### config.mk
export PLATFORM = sky130hd
export DESIGN_NAME = jk_updown_counter
export DESIGN_NICKNAME = d
export VERILOG_FILES = /design/src/rtl/jk_updown_counter_pkg.sv /design/src/rtl/jk_updown_counter_jkflipflop_ar.sv /design/src/rtl/jk_updown_counter.sv
export SDC_FILE = /design/constraint.sdc
export NUM_CORES = 1
export LEC_CHECK = 0
export ABC_AREA = 1
export CAP_MARGIN = 20
export CORE_AREA = 2 2 39 41
export CTS_BUF_LIST = sky130_fd_sc_hd__clkbuf_16
export DETAILED_ROUTE_END_ITERATION = 8
export DIE_AREA = 0 0 41 43
export GPL_ROUTABILITY_DRIVEN = 0
export PLACE_DENSITY = 0.56
export RECOVER_POWER = 25
export SLEW_MARGIN = 20
export SYNTH_ARGS = -nofsm -noshare
export SYNTH_HDL_FRONTEND = slang
export SYNTH_SLANG_ARGS = --single-unit
### constraint.sdc
create_clock -name clk -period 1.1 [get_ports clk]
set_input_delay 0.11 -clock clk [delete_from_list [all_inputs] [get_ports clk]]
set_output_delay 0.11 -clock clk [all_outputs]
set_load 0.01 [all_outputs]
### src/rtl/jk_updown_counter_pkg.sv
// Shared types and elaboration helpers for the JK up/down counter.
package jk_updown_counter_pkg;

    // Action selected on a rising edge, in priority order load > count > hold.
    typedef enum logic [1:0] {
        ACT_HOLD = 2'd0,
        ACT_LOAD = 2'd1,
        ACT_UP   = 2'd2,
        ACT_DOWN = 2'd3
    } count_act_t;

    // A modulus is legal when 2 <= MODULUS <= 2**N.
    function automatic bit modulus_legal(input int n, input int m);
        return (n >= 1) && (n <= 30) && (m >= 2) && (m <= (1 << n));
    endfunction

    // Collapse the control inputs into one action; load always wins over en.
    function automatic count_act_t decode_act(input logic en, input logic up, input logic load);
        if (load)
            return ACT_LOAD;
        else if (en)
            return up ? ACT_UP : ACT_DOWN;
        else
            return ACT_HOLD;
    endfunction

endpackage

### src/rtl/jk_updown_counter_jkflipflop_ar.sv
// JK flip-flop with asynchronous active-low clear; one cell per counter bit.
module jkflipflop_ar (
    input  logic clk,
    input  logic rst_n,
    input  logic j,
    input  logic k,
    output logic q,
    output logic qn
);

    // Classic JK behaviour: hold, reset, set, toggle; cleared asynchronously.
    always_ff @(posedge clk or negedge rst_n) begin
        if (!rst_n) begin
            q <= 1'b0;
        end else begin
            case ({j, k})
                2'b01:   q <= 1'b0;
                2'b10:   q <= 1'b1;
                2'b11:   q <= ~q;
                default: q <= q;
            endcase
        end
    end

    assign qn = ~q;

endmodule

### src/rtl/jk_updown_counter.sv
// Modulo-MODULUS up/down counter built from JK flip-flops, with parallel
// load, count enable, combinational terminal count and a registered wrap pulse.
module jk_updown_counter
    import jk_updown_counter_pkg::*;
#(
    parameter int N       = 4,
    parameter int MODULUS = 16
) (
    input  logic         clk,
    input  logic         rst_n,
    input  logic         en,
    input  logic         up,
    input  logic         load,
    input  logic [N-1:0] d,
    output logic [N-1:0] q,
    output logic         tc,
    output logic         wrap
);

    localparam int           MAXV   = MODULUS - 1;
    localparam logic [N-1:0] MAXV_Q = N'(MAXV);
    localparam logic [N-1:0] ONE    = N'(1);
    localparam bit           POW2   = (MODULUS == (1 << N));

    generate
        if (!modulus_legal(N, MODULUS)) begin : g_bad_modulus
            $error("jk_updown_counter: MODULUS must satisfy 2 <= MODULUS <= 2**N");
        end
    endgenerate

    count_act_t   act;
    logic [N-1:0] qn;
    logic [N-1:0] nxt;
    logic         wrap_nxt;
    logic [N-1:0] j;
    logic [N-1:0] k;

    // Next count and wrap flag; states at or above MODULUS fold back like a wrap.
    always_comb begin
        act      = decode_act(en, up, load);
        nxt      = q;
        wrap_nxt = 1'b0;
        case (act)
            ACT_LOAD: begin
                nxt = (d > MAXV_Q) ? MAXV_Q : d;
            end
            ACT_UP: begin
                if (q >= MAXV_Q) begin
                    nxt      = '0;
                    wrap_nxt = 1'b1;
                end else begin
                    nxt = q + ONE;
                end
            end
            ACT_DOWN: begin
                if ((q == '0) || (q > MAXV_Q)) begin
                    nxt      = MAXV_Q;
                    wrap_nxt = 1'b1;
                end else begin
                    nxt = q - ONE;
                end
            end
            default: begin
                nxt = q;
            end
        endcase
    end

    // One JK cell per bit. A full binary range counts with a plain toggle
    // chain; any other modulus steers J/K from the computed next state.
    generate
        for (genvar i = 0; i < N; i++) begin : g_bit
            if (POW2) begin : g_tog
                logic t;
                if (i == 0) begin : g_lsb
                    assign t = en;
                end else begin : g_upper
                    assign t = en & (up ? (&q[i-1:0]) : (&qn[i-1:0]));
                end
                assign j[i] = load ? (nxt[i] & qn[i])  : t;
                assign k[i] = load ? (~nxt[i] & q[i])  : t;
            end else begin : g_mod
                assign j[i] = nxt[i] & qn[i];
                assign k[i] = ~nxt[i] & q[i];
            end

            jkflipflop_ar u_ff (
                .clk   (clk),
                .rst_n (rst_n),
                .j     (j[i]),
                .k     (k[i]),
                .q     (q[i]),
                .qn    (qn[i])
            );
        end
    endgenerate

    // Wrap pulse: high for the single cycle in which q shows the post-wrap value.
    always_ff @(posedge clk or negedge rst_n) begin
        if (!rst_n) begin
            wrap <= 1'b0;
        end else begin
            wrap <= wrap_nxt;
        end
    end

    assign tc = en & ~load & (up ? (q == MAXV_Q) : (q == '0));

endmodule

# Word-level counts from Yosys, hierarchy flattened
# Cells that the tools add are included.
dict set report word_totals {
  latchBits 0
  reg_bits 5
  in_bits 9
  mem_bits_rw 0
  rom_bits 0
  memories 0
  out_inout_bits 6
}
dict set report classes {
  order_cmp 3
  n_div 0
  n_eq_ne 16
  reduce_logical 10
  shifts 0
  add_sub_neg 2
  n_mul 0
  n_bitwise 22
  mux 26
}
# cell count
set ops {}
lappend ops {{$eq A2 B2 Y1 const B} 10}
lappend ops {{$mux W1} 15}
lappend ops {{$and A1 B1 Y1} 13}
lappend ops {{$mux W4} 3}
lappend ops {{$pmux W1 S3} 4}
lappend ops {{$pmux W4 S3} 1}
lappend ops {{$reduce_bool A3 Y1} 4}
lappend ops {{$eq A2 B1 Y1 const B} 5}
lappend ops {{$not A1 Y1} 9}
lappend ops {{$gt A4 B4 Y1 const B} 2}
lappend ops {{$reduce_and A3 Y1} 2}
lappend ops {{$add A4 B1 Y4 const B} 1}
lappend ops {{$eq A4 B4 Y1 const B} 1}
lappend ops {{$ge A4 B4 Y1 const B} 1}
lappend ops {{$logic_not A4 Y1} 1}
lappend ops {{$mux W2} 2}
lappend ops {{$reduce_and A2 Y1} 2}
lappend ops {{$sub A4 B1 Y4 const B} 1}
lappend ops {{$pmux W1 S2} 1}
lappend ops {{$logic_or A1 B1 Y1} 1}

# Longest topological paths before layout
# Gate-level depths: netlist (run 1).
dict set report depth {
  ltp_word 10
  mapped_depth 8
  depth_no_buf 8
}

# By module
# A second synthesis (run 1) with hierarchy kept.
dict set report unflattened {
  hier_cells 111
  area_unflattened_um2 628.1
}
# mod instances area_per_inst_um2 cells_per_inst seq_area_each_um2
set by_module_without_submodules {}
lappend by_module_without_submodules {jk_updown_counter 1 432.9 87 25.0}
lappend by_module_without_submodules {jkflipflop_ar 4 48.8 6 25.0}

# Worst setup path before layout (run 1)
# No wires, ideal clock.
dict set report synth_timing {
  path_type {flip-flop to flip-flop}
  startpoint {register g_bit[0].u_ff.q}
  endpoint {register g_bit[3].u_ff.q}
  t_arrival_ns 1.083
  path_stages_with_launch 9
  required_ns 0.983
  setup_time_ns 0.117
  n_path_buf 0
  slack_ns -0.100
  synth_period_minus_slack_ns 1.200
  cell_sequence {dfrtp_1 -> ha_1 -> ha_1 -> inv_1 -> a21oi_2 -> nand2_1 -> nand2_1 -> nand3_1 -> nand2_1}
}
dict set report synth_between {
  elab_chain_cells 9
  word_cells_on_any_way 24
  classes_between {add/sub (2); order compare (2); eq/ne (3); mux (7); bitwise (5); reduce/logical (5)}
}
# element line
set synth_lines {}
lappend synth_lines {{start, declared} jk_updown_counter_jkflipflop_ar.sv:7} ;# output logic q,
lappend synth_lines {{start signal, assigned} jk_updown_counter_jkflipflop_ar.sv:19} ;# 2'b11: q <= ~q;
lappend synth_lines {{start signal, assigned} jk_updown_counter_jkflipflop_ar.sv:20} ;# default: q <= q;
lappend synth_lines {{$gt A4 B4 Y1 or $logic_not A4 Y1 (tied branches)} jk_updown_counter.sv:56} ;# if ((q == '0) || (q > MAXV_Q)) begin
lappend synth_lines {{$logic_or A1 B1 Y1} jk_updown_counter.sv:56}
lappend synth_lines {{$mux W4} jk_updown_counter.sv:56}
lappend synth_lines {{$pmux W4 S3} jk_updown_counter.sv:43} ;# case (act)
lappend synth_lines {{$not A1 Y1} jk_updown_counter.sv:81} ;# assign k[i] = load ? (~nxt[i] & q[i]) : t;
lappend synth_lines {{$and A1 B1 Y1} jk_updown_counter.sv:81}
lappend synth_lines {{$mux W1} jk_updown_counter.sv:81}
lappend synth_lines {{$eq A2 B2 Y1 or $eq A2 B1 Y1 (tied branches)} jk_updown_counter_jkflipflop_ar.sv:16} ;# case ({j, k})
lappend synth_lines {{$pmux W1 S3 or $reduce_bool A3 Y1 (tied branches)} --}
lappend synth_lines {{end signal, assigned} jk_updown_counter_jkflipflop_ar.sv:19}
lappend synth_lines {{end signal, assigned} jk_updown_counter_jkflipflop_ar.sv:20}
lappend synth_lines {{end, declared} jk_updown_counter_jkflipflop_ar.sv:7}
# Several ways; a longest one is shown, not always the timed one.
# A chain may end at the register's enable or synchronous reset.

# Worst setup path in the final report (run 1)
dict set report layout_timing {
  startpoint {register g_bit[0].u_ff.q}
  endpoint {output port tc}
}
dict set report layout_between {
  elab_chain_cells 3
  word_cells_on_any_way 4
  classes_between {eq/ne (1); mux (1); bitwise (1); reduce/logical (1)}
}
# element line
set layout_lines {}
lappend layout_lines {{$eq A4 B4 Y1 or $logic_not A4 Y1 (tied branches)} jk_updown_counter.sv:107} ;# assign tc = en & ~load & (up ? (q == MAXV_Q) : (q == '0));
lappend layout_lines {{$mux W1 *} jk_updown_counter.sv:107}
lappend layout_lines {{$and A1 B1 Y1 *} jk_updown_counter.sv:107}
lappend layout_lines {{end, declared} jk_updown_counter.sv:16} ;# output logic tc,
# Mark *: on every way between the ends. The rest lies on a longest branch, timed or not.

==> flow_metrics.tcl, run 1 <==
set metrics [dict create \
    std_cell_rows 14 \
    dpl.hpwl_um 767 \
    dieArea_um2 1760 \
    synth_top_family_by_area "simple AND/OR/NAND/NOR gates" \
    finalPower_mw 1.10 \
    avgSynthCellArea_um2 7.05 \
    clock_latency_ps 230 \
    nets 97 \
    drive_gt1_share_pct 47.6 \
    numCtsBuffers 3 \
    ant_nets 0 \
    start_util_pct 29.0 \
    antenna_cells 0 \
    use_met1_pct 18.4 \
    drtPass1Iterations 3 \
    dp.cells 93 \
    clock-sinks 5 \
    ios 15 \
    core-area_um2 1380 \
    worstSetupPathType "reg2out" \
    gr-usage-met2_pct 22.8 \
    synth-seq-area-share_pct 31.2 \
    netlist_instances 57 \
    gr-usage-all-layers_pct 15.2 \
    yosys.area_share.simple_pct 33.6 \
    multiInputGateArea_um2 253 \
    area_growth_pct 85.7 \
    slew_violations 0 \
    synth_compound_area_share_pct 5.92 \
    synth_fp_nets 69 \
    p_per_area_nw_per_um2 1470 \
    path_delay_family "flip-flops" \
    swShare_pct 24.5 \
    final_cell_mix "14 x nand2_1, 13 x buf_4, 7 x clkdlybuf4s50_1" \
    wl_per_cell_um 10.7 \
    ys_ff_latch 5 \
    relSlewSlack_pct 83.9 \
    grt-ovfl-total 0 \
    holdBufCountCts 0 \
    vias 432 \
    grt_use_met3_pct 3.14 \
    via_per_inst 4.32 \
    cpMaxStageDelayCell "dfrtp_1" \
    outcome "finished with violations" \
    clk_path_buf_depth 2 \
    grt_busiest_layer "met2" \
    setup_viol 5 \
    p_int_uw 829 \
    grt_pass1_vias 408 \
    drcViolationCount 0 \
    n_fill_cell 142 \
    ys_types 18 \
    path_clk_slew_ps 30 \
    combPwrFrac_pct 26.7 \
    hold_viol 0 \
    p_switching_uw 269 \
    worst_path_most_repeated_cell "o21ai_1" \
    max_stage_delay_ps 400 \
    regArea_um2 125 \
    cts_root_buffer "clkbuf_16" \
    synth_xor_area_share_pct 2.18 \
    tightest_slew_ps 241 \
    port_buffers 14 \
    finalCriticalPeriod_ps 1440 \
    fp.dieH_um 43 \
    synth.area.mux_share_pct 0 \
    fin_crit_sh_pct 131 \
    power.share.clock_pct 53.4 \
    cp.required_ps 990 \
    netlist_area_um2 402 \
    layoutNonFillerInstCount 100 \
    synthAdderAreaFrac_pct 9.35 \
    critPathArrivalTime_ps 1330 \
    maxCapViolations 0 \
    min_path_type "in2async" \
    rsz0062_at_grt "true" \
    antenna_found_initial 0 \
    crit_chain "inv_2 > ha_4 > nand2_2 > o21ai_1 > o21ai_1 > nor2_1 > buf_2" \
    htreeDepth 1 \
    grt_max_degree 7 \
    crit_path_max_fanout 3 \
    grt_pass1_wl_um 1740 \
    cp-end-kind "primary output" \
    crit_cells 7 \
    skew_ps 0.317 \
    drt_iter0_drc 5 \
    max_freq_mhz 694 \
    yosysWarnings 0 \
    p_leak_nw 0.378 \
    ff2ff_path_depth 8 \
    failed_checks "negative setup slack" \
    worst_slack_ps -341 \
    worstSetupStartpointType "flop" \
    route.final.wire_length_um 1070 \
    vdd.ir_drop.worst_v 0.00102 \
    final_common_cell "nand2_1" \
    critPathBufInv 2 \
    cts_tree "yes" \
    seqPwrFrac_pct 19.9 \
    die_w_um 41 \
]
==> timing repair <==
action                     4_1_cts  5_1_grt
setup buffers                    6        1
hold endpoints to repair         0        0
pin swaps                       10       12
setup endpoints to repair        8        8
resized for setup               29        6
==> synth_stat cells <==
library cell   n  area [um^2]
nand2_1       17         63.8
inv_1          6         22.5
buf_4          5         37.5
dfrtp_1        5          125
nand3_1        4         20.0
ha_1           3         37.5
inv_2          3         11.3
nor2_1         3         11.3
nand4_1        2         12.5
a21oi_1        1         5.00
a21oi_2        1         8.76
nand2_2        1         6.26
nand3_2        1         10.0
nor3_1         1         5.00
o21ai_0        1         5.00
o21ai_1        1         5.00
or2_1          1         6.26
xnor2_1        1         8.76
==> through the flow <==
step / setup slack, ps / setup TNS (ps) / hold slack (ps) / area, um^2 / util (%)
global placement: -549 / -1150 / 350 / 612 / 44.2
CTS: -337 / -963 / 119 / 761 / 55.0
floorplan: -89.4 / -260 / -186 / 407 / -
detailed placement: -561 / -1190 / 348 / 612 / 44.2
finish: -341 / -756 / 181 / 746 / 53.9
global route: -452 / -1140 / 201 / 746 / 53.9
==> registers in the layout (all words and copies together), names as in the netlist <==
register / flops
g_bit.u_ff.q: 4
wrap: 1
==> kinds of logic after synthesis <==
group / after synthesis
flip-flops: 5
AO/OA/AOI/OAI: 4
AND/OR/NAND/NOR: 30
adder cells (fa/ha/maj): 3
XOR/XNOR: 1
buffers and inverters: 14
==> power by group through the flow <==
stage / Clock (mW) / Sequential [mW] / Combinational [mW]
6_report: 0.586 / 0.218 / 0.293
3_5_place_dp: 0 / 0.220 / 0.250
2_1_floorplan: 0 / 0.224 / 0.128
3_3_place_gp: 0 / 0.219 / 0.247
4_1_cts: 0.596 / 0.218 / 0.299
5_1_grt: 0.617 / 0.221 / 0.325
==> final timing paths <==
path / slack (ps) / end / from
hold / removal: 180 / g_bit[3].u_ff.q / rst_n
setup reg to reg: -220 / g_bit[3].u_ff.q / g_bit[0].u_ff.q
setup / recovery: -340 / tc / g_bit[0].u_ff.q
hold reg to reg: 640 / g_bit[2].u_ff.q / g_bit[2].u_ff.q
min in group clk: 420 / g_bit[2].u_ff.q / d[2]
max in group asynchronous: 720 / g_bit[0].u_ff.q / rst_n
==> worst reg2reg max path: stages, from the launching register on <==
cell and delay (ps):
dfrtp_1 380, ha_2 210, buf_6 100, ha_4 120, inv_2 30, a21oi_2 120, nand3_1 100, nand3_2 90
nand2_2 50
==> layout make-up <==
type                    instances  share of cell area (%)
multi-input cells              38                    33.9
repair buffers                 28                    31.5
flip-flops and latches          5                    16.8
clock buffers                   3                    10.1
inverters                       9                    4.53
well taps                      16                    2.68
clock inverters                 1                   0.503
==> routing by layer <==
layer | vias up | wire (um)
met1 | 186 | 453
met3 | 3 | 54
met4 | 0 | 23
met2 | 14 | 542
li1 | 229 | -
met5 | - | 0
Power figures use the tool's default switching activity.
==> inputs of run 2 (changes only) <==
REMOVE_ABC_BUFFERS = 1   (was default)
==> run 2 against run 1 <==
Against the previous run: the flow still finishes with violations (negative setup slack); power fell by 1.7%; combinational power fell by 6%; via count fell by 2.3%; clock-buffer cell count did not move; wire length fell by 19%; register-to-register slack barely moved; clock power barely moved; setup slack improved by 20 ps; sequential power barely moved; core utilization fell by 1.2 points; largest cell class unchanged; highest routed layer unchanged.
==> flow_metrics.tcl, run 2 (synthesized netlist as in run 1, its figures left out) <==
set metrics [dict create \
    p_leak_nw 0.380 \
    path_delay_family "flip-flops" \
    min_path_type "in2async" \
    final_common_cell "nand2_1" \
    cts_root_buffer "clkbuf_16" \
    hold_ws_ps 176 \
    critPathArrivalTime_ps 1310 \
    top_register "g_bit.u_ff.q" \
    clk_path_buf_depth 2 \
    largest_reg_flops 4 \
    vdd.ir_drop.worst_v 0.000944 \
    vias 422 \
    failed_checks "negative setup slack" \
    slew_violations 0 \
    path_clk_slew_ps 30 \
    finalCriticalPeriod_ps 1420 \
    antenna_found_initial 0 \
    drive_gt1_share_pct 42.9 \
    numCtsBuffers 3 \
    wl_per_cell_um 8.68 \
    cp.required_ps 990 \
    antenna_cells 0 \
    htreeDepth 1 \
    rsz0062_at_grt "true" \
    worstSetupPathType "reg2out" \
    relSlewSlack_pct 84.5 \
    cts_tree "yes" \
    fin_crit_sh_pct 129 \
    worst_slack_ps -321 \
    setup_viol 7 \
    dieArea_um2 1760 \
    final_util_pct 52.7 \
    drcViolationCount 0 \
    grt-ovfl-total 0 \
    place_ws_ps -573 \
    grt_pass1_vias 395 \
    crit_path_max_fanout 3 \
    dpl.hpwl_um 702 \
    dpl_cell_area_um2 607 \
    top_regs "g_bit.u_ff.q x4, wrap x1" \
    hold_viol 0 \
    drtPass1Iterations 4 \
    cp-end-kind "primary output" \
    area_growth_pct 81.6 \
    port_buffers 14 \
    ios 15 \
    clock_latency_ps 230 \
    tightest_slew_ps 232 \
    max_freq_mhz 704 \
    die_w_um 41 \
    drt_iter0_drc 3 \
    route.final.wire_length_um 868 \
    fp.dieH_um 43 \
    core-area_um2 1380 \
    worstSetupStartpointType "flop" \
    ant_nets 0 \
    p_per_area_nw_per_um2 1480 \
    gr-usage-all-layers_pct 12.9 \
    n_fill_cell 136 \
    critPathBufInv 2 \
    nets 97 \
    outcome "finished with violations" \
    skew_ps 1.11 \
    final_cell_area_um2 729 \
    via_per_inst 4.22 \
    grt_pass1_wl_um 1410 \
    maxCapViolations 0 \
    max_stage_delay_ps 400 \
    std_cell_rows 14 \
    final_cell_mix "16 x nand2_1, 14 x buf_4, 7 x clkdlybuf4s50_1" \
    start_util_pct 29.0 \
    cpMaxStageDelayCell "dfrtp_1" \
    grt_max_degree 7 \
    clock-sinks 5 \
    crit_chain "ha_2 > inv_1 > nor3_2 > o21ai_1 > nor2_1 > buf_2" \
]
[run 2: changes by cell type in the layout (fill, tap and decap cells not counted), moves of 2 or more]
cell | before | now
nand2_2 | 4 | 2
buf_6 | 3 | 1
nand3_1 | 2 | 4
nand2_1 | 14 | 16
nand3_2 | 3 | 1
[run 2: worst paths after layout]
| path | start | end | depth (start not counted) | slack [ps] |
|---|---|---|---|---|
| setup / recovery | g_bit[1].u_ff.q | tc | 6 | -320 |
| hold / removal | rst_n | g_bit[0].u_ff.q | 1 | 180 |
| setup reg to reg | g_bit[1].u_ff.q | g_bit[3].u_ff.q | 9 | -230 |
| hold reg to reg | g_bit[2].u_ff.q | g_bit[2].u_ff.q | 4 | 620 |
| max in group asynchronous | rst_n | wrap | 1 | 730 |
| min in group clk | d[2] | g_bit[2].u_ff.q | 3 | 420 |
[run 2: routing by layer]
layer  vias to the layer above  part of all wire [%]  GRT usage [%]  routed length [um]
met2                        11                    48           19.4                 415
met5                         -                     0              0                   0
met3                         5                   5.1           3.14                  44
met1                       181                    42           12.8                 365
met4                         0                   4.8           14.0                  42
li1                        225                     -              -                   -
[run 2: layout make-up]
class	instances	area [um^2]	share of cell area (%)
clock buffer	3	75.1	10.3
clock inverter	1	3.75	0.515
inverter	9	33.8	4.63
multi-input combinational	38	241	33.1
sequential	5	125	17.2
tap	16	20.0	2.74
timing repair buffer	28	230	31.6
[run 2: stage by stage]
stage | setup TNS [ps] | instances | power, mW
3_5_place_dp | -1370 | 93 | 0.466
2_1_floorplan | -457 | 52 | 0.320
4_1_cts | -762 | 99 | 1.07
6_report | -853 | 100 | 1.08
3_3_place_gp | -1290 | 93 | 0.463
5_1_grt | -1360 | 100 | 1.13
[run 2: what timing repair did]
action	4_1_cts	5_1_grt
resized for setup	26	4
pin swaps	3	2
endpoints found under the setup margin	9	7
hold buffers	0	0
setup buffers	3	1
[run 2: worst register-to-register path, stage by stage, from the launching register on]
cell	delay (ps)
dfrtp_1	400
ha_2	210
buf_4	120
ha_1	160
inv_1	60
a21oi_2	60
nand2_1	50
nand2_1	40
nand3_1	60
nand2_1	50
[run 2: report_power, final]
group	internal [mW]	switching [mW]	total, mW
logic	0.151	0.125	0.276
clock network	0.470	0.113	0.583
registers	0.204	0.0156	0.219
